`src/rtl/lu_arbiter.sv`:
```
// lu_arbiter: two-requester round-robin arbiter and sequencer for a shared AND/NAND/OR/NOR unit
module lu_arbiter #(
  parameter int W   = 4,
  parameter int LAT = 2
) (
  input  logic         clk,
  input  logic         reset,
  input  logic         req0,
  input  logic [1:0]   op0,
  input  logic [W-1:0] a0,
  input  logic [W-1:0] b0,
  input  logic         req1,
  input  logic [1:0]   op1,
  input  logic [W-1:0] a1,
  input  logic [W-1:0] b1,
  output logic         gnt0,
  output logic         gnt1,
  output logic         done0,
  output logic         done1,
  output logic [W-1:0] result,
  output logic         busy
);
  typedef enum logic [1:0] {IDLE, EXEC, DONE} state_t;
  state_t state, state_n;
  logic [3:0] cnt;
  logic idx, last, win;
  logic [1:0] op_q;
  logic [W-1:0] a_q, b_q, t, f;
  always_ff @(posedge clk) begin
    if (reset) begin
      state  <= IDLE;
      cnt    <= '0;
      idx    <= 1'b0;
      last   <= 1'b1;
      op_q   <= '0;
      a_q    <= '0;
      b_q    <= '0;
      result <= '0;
    end else begin
      state <= state_n;
      if (state == IDLE && (req0 || req1)) begin
        idx  <= win;
        op_q <= win ? op1 : op0;
        a_q  <= win ? a1 : a0;
        b_q  <= win ? b1 : b0;
        cnt  <= 4'(LAT - 1);
      end
      if (state == EXEC) begin
        cnt <= cnt - 4'd1;
        if (cnt == 4'd0) begin
          result <= f;
          last   <= idx;
        end
      end
    end
  end
  always_comb begin
    win     = (req0 && req1) ? ~last : req1;
    state_n = state == IDLE ? ((req0 || req1) ? EXEC : IDLE) :
              state == EXEC ? ((cnt == 4'd0) ? DONE : EXEC) : IDLE;
  end
  always_comb begin
    t = op_q[1] ? (a_q | b_q) : (a_q & b_q);
    f = op_q[0] ? ~t : t;
  end
  always_comb begin
    gnt0  = state == EXEC && !idx;
    gnt1  = state == EXEC && idx;
    done0 = state == DONE && !idx;
    done1 = state == DONE && idx;
    busy  = state != IDLE;
  end
endmodule

```
`config.mk`:
```
export PLATFORM = sky130hd
export DESIGN_NAME = lu_arbiter
export DESIGN_NICKNAME = d
export VERILOG_FILES = /design/src/rtl/lu_arbiter.sv
export SDC_FILE = /design/constraint.sdc
export NUM_CORES = 1
export LEC_CHECK = 0
export BUFFER_PORTS_ARGS = -buffer_cell sky130_fd_sc_hd__buf_4
export CORE_MARGIN = 2
export CORE_UTILIZATION = 40
export CTS_BUF_LIST = sky130_fd_sc_hd__clkbuf_16
export DETAILED_ROUTE_END_ITERATION = 10
export PLACE_DENSITY = 0.67
export SYNTH_ARGS = -nofsm -noshare
export SYNTH_HDL_FRONTEND = slang
export SYNTH_SLANG_ARGS = --single-unit
```
`constraint.sdc`:
```
create_clock -name clk -period 1.2 [get_ports clk]
set_input_delay 0 -clock clk [delete_from_list [all_inputs] [get_ports clk]]
set_output_delay 0 -clock clk [all_outputs]
set_load 0.005 [all_outputs]
```
# Yosys cells after proc, flatten, opt, wreduce, memory -nomap -nowiden
# Index checks and enable logic that the tools add are counted.
[word_totals] reg_bits=22 input_bits=24 elab_cells=40
[op_classes] add_sub_neg=1 n_eq_ne=2 mux=12 bitwise=4 n_reduce_logical=13
[op_table] cell="2-to-1 mux 4 bit" count=6
[op_table] cell="2-to-1 mux 2 bit" count=4
[op_table] cell="logical AND 1 bit" count=6
[op_table] cell="AND 4 bit" count=1
[op_table] cell="zero test 4 bit" count=1
[op_table] cell="NOT 4 bit" count=1
[op_table] cell="OR 4 bit" count=1
[op_table] cell="nonzero test 2 bit" count=2
[op_table] cell="subtractor 4 x 1 -> 4 bit (second input constant)" count=1
[op_table] cell="equality test 2 x 1 -> 1 bit (second input constant)" count=1
[op_table] cell="equality test 2 bit (second input constant)" count=1
[op_table] cell="zero test 2 bit" count=1
[op_table] cell="2-to-1 mux 1 bit" count=2
[op_table] cell="AND reduction 2 bit" count=1
[op_table] cell="zero test 1 bit" count=1
[op_table] cell="logical OR 1 bit" count=1
[op_table] cell="NOT 1 bit" count=1

# Longest topological paths before layout
[depth] word_depth=4 ltp_mapped=5 depth_no_buf=5

# Worst setup path before layout
# Ideal clock, no wire load.
[synth_path] path_kind="register -> register" startpoint="reg cnt[0]" endpoint="reg last" setup_time_ps=120 t_arrival_ps=1199 required_ps=1080 slack_ps=-118 path_stages_with_launch=6 n_path_buf=0 path_cell_list="dfxtp_1 > inv_1 > ha_1 > nor3b_2 > nand2_1 > a211o_1"
[synth_between] elab_chain_cells=2
[synth_lines] element="start, declared" line_no="25" text="logic [3:0] cnt;"
[synth_lines] element="start signal, assigned" line_no="46" text="cnt <= 4'(LAT - 1);"
[synth_lines] element="start signal, assigned" line_no="49" text="cnt <= cnt - 4'd1;"
[synth_lines] element="zero test 4 bit" line_no="50" text="if (cnt == 4'd0) begin"
[synth_lines] element="AND reduction 2 bit (no source line)"
[synth_lines] element="end signal, assigned" line_no="52" text="last <= idx;"
[synth_lines] element="end, declared" line_no="26" text="logic idx, last, win;"
# No other way between the ends.
# A chain may end at the register's enable or synchronous reset.

# Worst setup path in the final report
# Same ends and word-level chain as after synthesis.

==> metrics.md <==
| Metric | Value |
|---|---|
| Async S/R FF share, synth | `0%` |
| WL final | `2600 um` |
| CTS tree | `yes` |
| Yosys warning total | `0` |
| Die Ht | `about 56 um` |
| Drt pass-1 iters | `4` |
| Detail Route Antenna Nets | `0` |
| Fin area | `around 1600 sq um` |
| Post-synth EDFFs | `0` |
| Drt first-iter violations | `16` |
| Mapped Area | `1090 sq um` |
| Critical path's largest stage delay | `0.33 ns` |
| Port buffer count | `32` |
| Hold path start | `b1[0]` |
| Fin cells | `201` |
| Worst Setup Start Kind | `flip-flop` |
| Combinational family with the most area after synthesis | `compound AO/OA/AOI/OAI gates` |
| CTS sink cnt | `22` |
| Htree depth | `1` |
| Tightest Pin Transition | `0.334 ns` |
| Gp weighted congestion | `approximately 0.73` |
| CP max FO | `5` |
| Final min period | `1.33 ns` |
| Area of placed instances | `1420 sq um` |
| Core Box Area | `2520 sq um` |
| Row cnt | `18` |
| Nets@finish | `199` |
| Critical path origin | `cnt[0]` |
| Overall power | `2.53 mW` |
| Initial antenna violation count | `0` |
| FMAX | `around 750 MHz` |
| Worst clock skew | `0.00271 ns` |
| Cts bufs inserted | `3` |
| Crit Path Class | `flip-flop to flip-flop` |
| Pleak | `0.672 nW` |
| CP cell instances | `inv_2 -> ha_4 -> nor3b_4 -> nand2_2 -> a211o_1` |
| Outcome | `complete, but fails checks` |
| Max Root-Sink Buffers | `2` |
| Worst R2R Start | `cnt[0]` |
| Max transition margin | `77.7%` |
| Worst path top cell family by delay | `simple AND/OR/NAND/NOR gates` |
| Period utilization | `111%` |
| WP data arrival | `1.48 ns` |
| Failing checks | `setup timing` |
| Post-DP HPWL | `1840 um` |
| Yosys reg bits | `22` |
| DRC viols | `0` |
| First-pass GRT wire length | `4260 um` |
| Clk slew on worst S/H paths | `0.06 ns` |
| Core Util, Final | `between 60% and 70%` |
| Post-synth cell types | `34` |
| WL/cell | `12.9 um` |
| Synth top area share | `40.5%` |
| Simple-Gate Fraction of Synth Area | `18.5%` |
| Pin count of the biggest net entering global routing | `23` |
| Critical path endpoint category | `flip-flop` |
| Slowest cell on crit path | `dfxtp_2` |
| Mean area per synthesized cell | `between 8 and 9 sq um` |
| Worst path bufs/invs | `1` |
| Post-synthesis compound-gate area fraction | `27.2%` |
| Worst hold path type | `input pin to flip-flop` |
| Prevailing post-synth register cell | `dfxtp_1` |
| # placed instances | `192` |
| Area contributors post-synth | `dfxtp_1 40%, a311oi_1 8.0%, a21oi_1 7.8%` |
| # diodes | `0` |
| IO Pins | `33` |
| Root buf cell | `clkbuf_16` |
| Post-Syn Instances | `between 100 and 150` |
| Fill cell count | `around 220` |
| WP data required | `approximately 1.3 ns` |
| Final setup vio count | `9` |
| Total number of vias | `1073` |
| Number of global-route vias before repair | `984` |
| Die footprint | `between 3000 and 4000 sq um` |
| Starting Density | `43.2%` |
| Synth area leader | `dfxtp_1` |
| XOR/XNOR share of the synthesized area | `3.22%` |
| Syn nets | `about 150` |
| Final Hold Vio Count | `0` |
| Share of layout cells above drive strength 1 | `43.9%` |
| Vias per cell | `5.34` |
| PD cells | `1560 nW/um^2` |
| Grt ovf | `0` |
| Worst Hold Slack | `0.0204 ns` |
| Sequential share of the synthesized area | `about 40%` |
| Clk_lat worst skew | `about 0.25 ns` |
| Max-cap viol count | `0` |
| Die W | `56.2 um` |
| GRT Total Usage | `16.8%` |
| Max VDD drop | `0.00135 V` |
| Final setup margin | `-0.134 ns` |
| Multiplexer share of the synthesized area | `0%` |
| Adder-cell area share of the yosys netlist | `5.98%` |
| Layout area overhead | `48.6%` |
| Final Max Tran Viols | `0` |
| RSZ-0062 raised after global routing | `true` |
-- through the flow --
stage / TNS [ns] / worst slack [ns]
4_1_cts: -0.565 / -0.126
3_5_place_dp: -0.445 / -0.122
2_1_floorplan: -0.0137 / -0.0137
5_1_grt: -1.28 / -0.192
6_report: -0.661 / -0.134
3_3_place_gp: -0.305 / -0.0889
-- report_power, final --
group	total, mW	internal (mW)	leakage, nW	switching (mW)
sequential	0.953	0.852	0.183	0.102
combinational	0.886	0.490	0.452	0.396
clock	0.688	0.440	0.0370	0.249
total	2.53	1.78	0.672	0.746
-- cell families after synthesis --
| family | count (synthesis) |
|---|---|
| simple gates | 41 |
| flops | 22 |
| fa+ha+maj | 6 |
| compound gates | 44 |
| buf+inv | 11 |
| xor+xnor | 4 |
-- layout by cell type, fill, tap and decap left out, drive strengths merged, types with 3 or more instances in the layout --
cell type	n
maj3	4
buf	48
xnor2	4
nor2	5
a211oi	7
a21oi	17
nand2	22
clkbuf	3
dfxtp	22
a311oi	10
inv	3
-- routing by layer --
layer	wire [um]	GRT usage, %	vias up
met3	120	5.12	2
met2	1300	28.6	25
met1	1170	21.0	493
met5	0	0	-
met4	10	3.06	0
li1	-	-	553
-- Yosys cell counts, types with 2 or more instances --
cell type  count
dfxtp_1       22
a311oi_1      10
o21ai_0        2
ha_1           2
nand2_1       22
a21oi_1       17
and2_1         2
inv_1          2
or3_1          2
nand2b_1       2
a211oi_1       7
clkbuf_1       3
o211ai_1       2
maj3_1         4
xnor2_1        4
buf_2          4
nor2_1         4
-- worst register-to-register path: cells and delay by family, from the launching register on --
family	cells	cell delay (ns)
flip-flops	1	0.33
buffers and inverters	1	0.07
AO/OA/AOI/OAI	1	0.30
AND/OR/NAND/NOR	2	0.41
adder cells (fa/ha/maj)	1	0.12
-- flip-flops by register name (all words and copies together), names as in the netlist --
signal	flops
cnt	4
state	2
idx	1
a_q	4
b_q	4
op_q	2
last	1
result	4
-- path summary, 6_finish.rpt --
kind	end	slack, ns	cells past startpoint
setup / recovery	last	-0.13	5
hold / removal	b_q[0]	0.02	3
setup reg to reg	last	-0.13	5
hold reg to reg	result[3]	0.50	2
-- timing repair --
action / CTS / global route
buffers inserted: 5 / 2
pin swaps: 5 / 12
endpoints found under the setup margin: 8 / 21
resized for setup: 8 / 10
hold buffers: 0 / 0
-- final cells by class --
cell class	instances	area [sq um]	area share [%]
Clock buffer	3	75.1	4.64
Inverter	3	11.3	0.696
Timing Repair Buffer	48	384	23.7
Tap cell	30	37.5	2.32
Sequential cell	22	445	27.5
Multi-Input combinational cell	95	664	41.1
(Power assumes the default switching activity.)
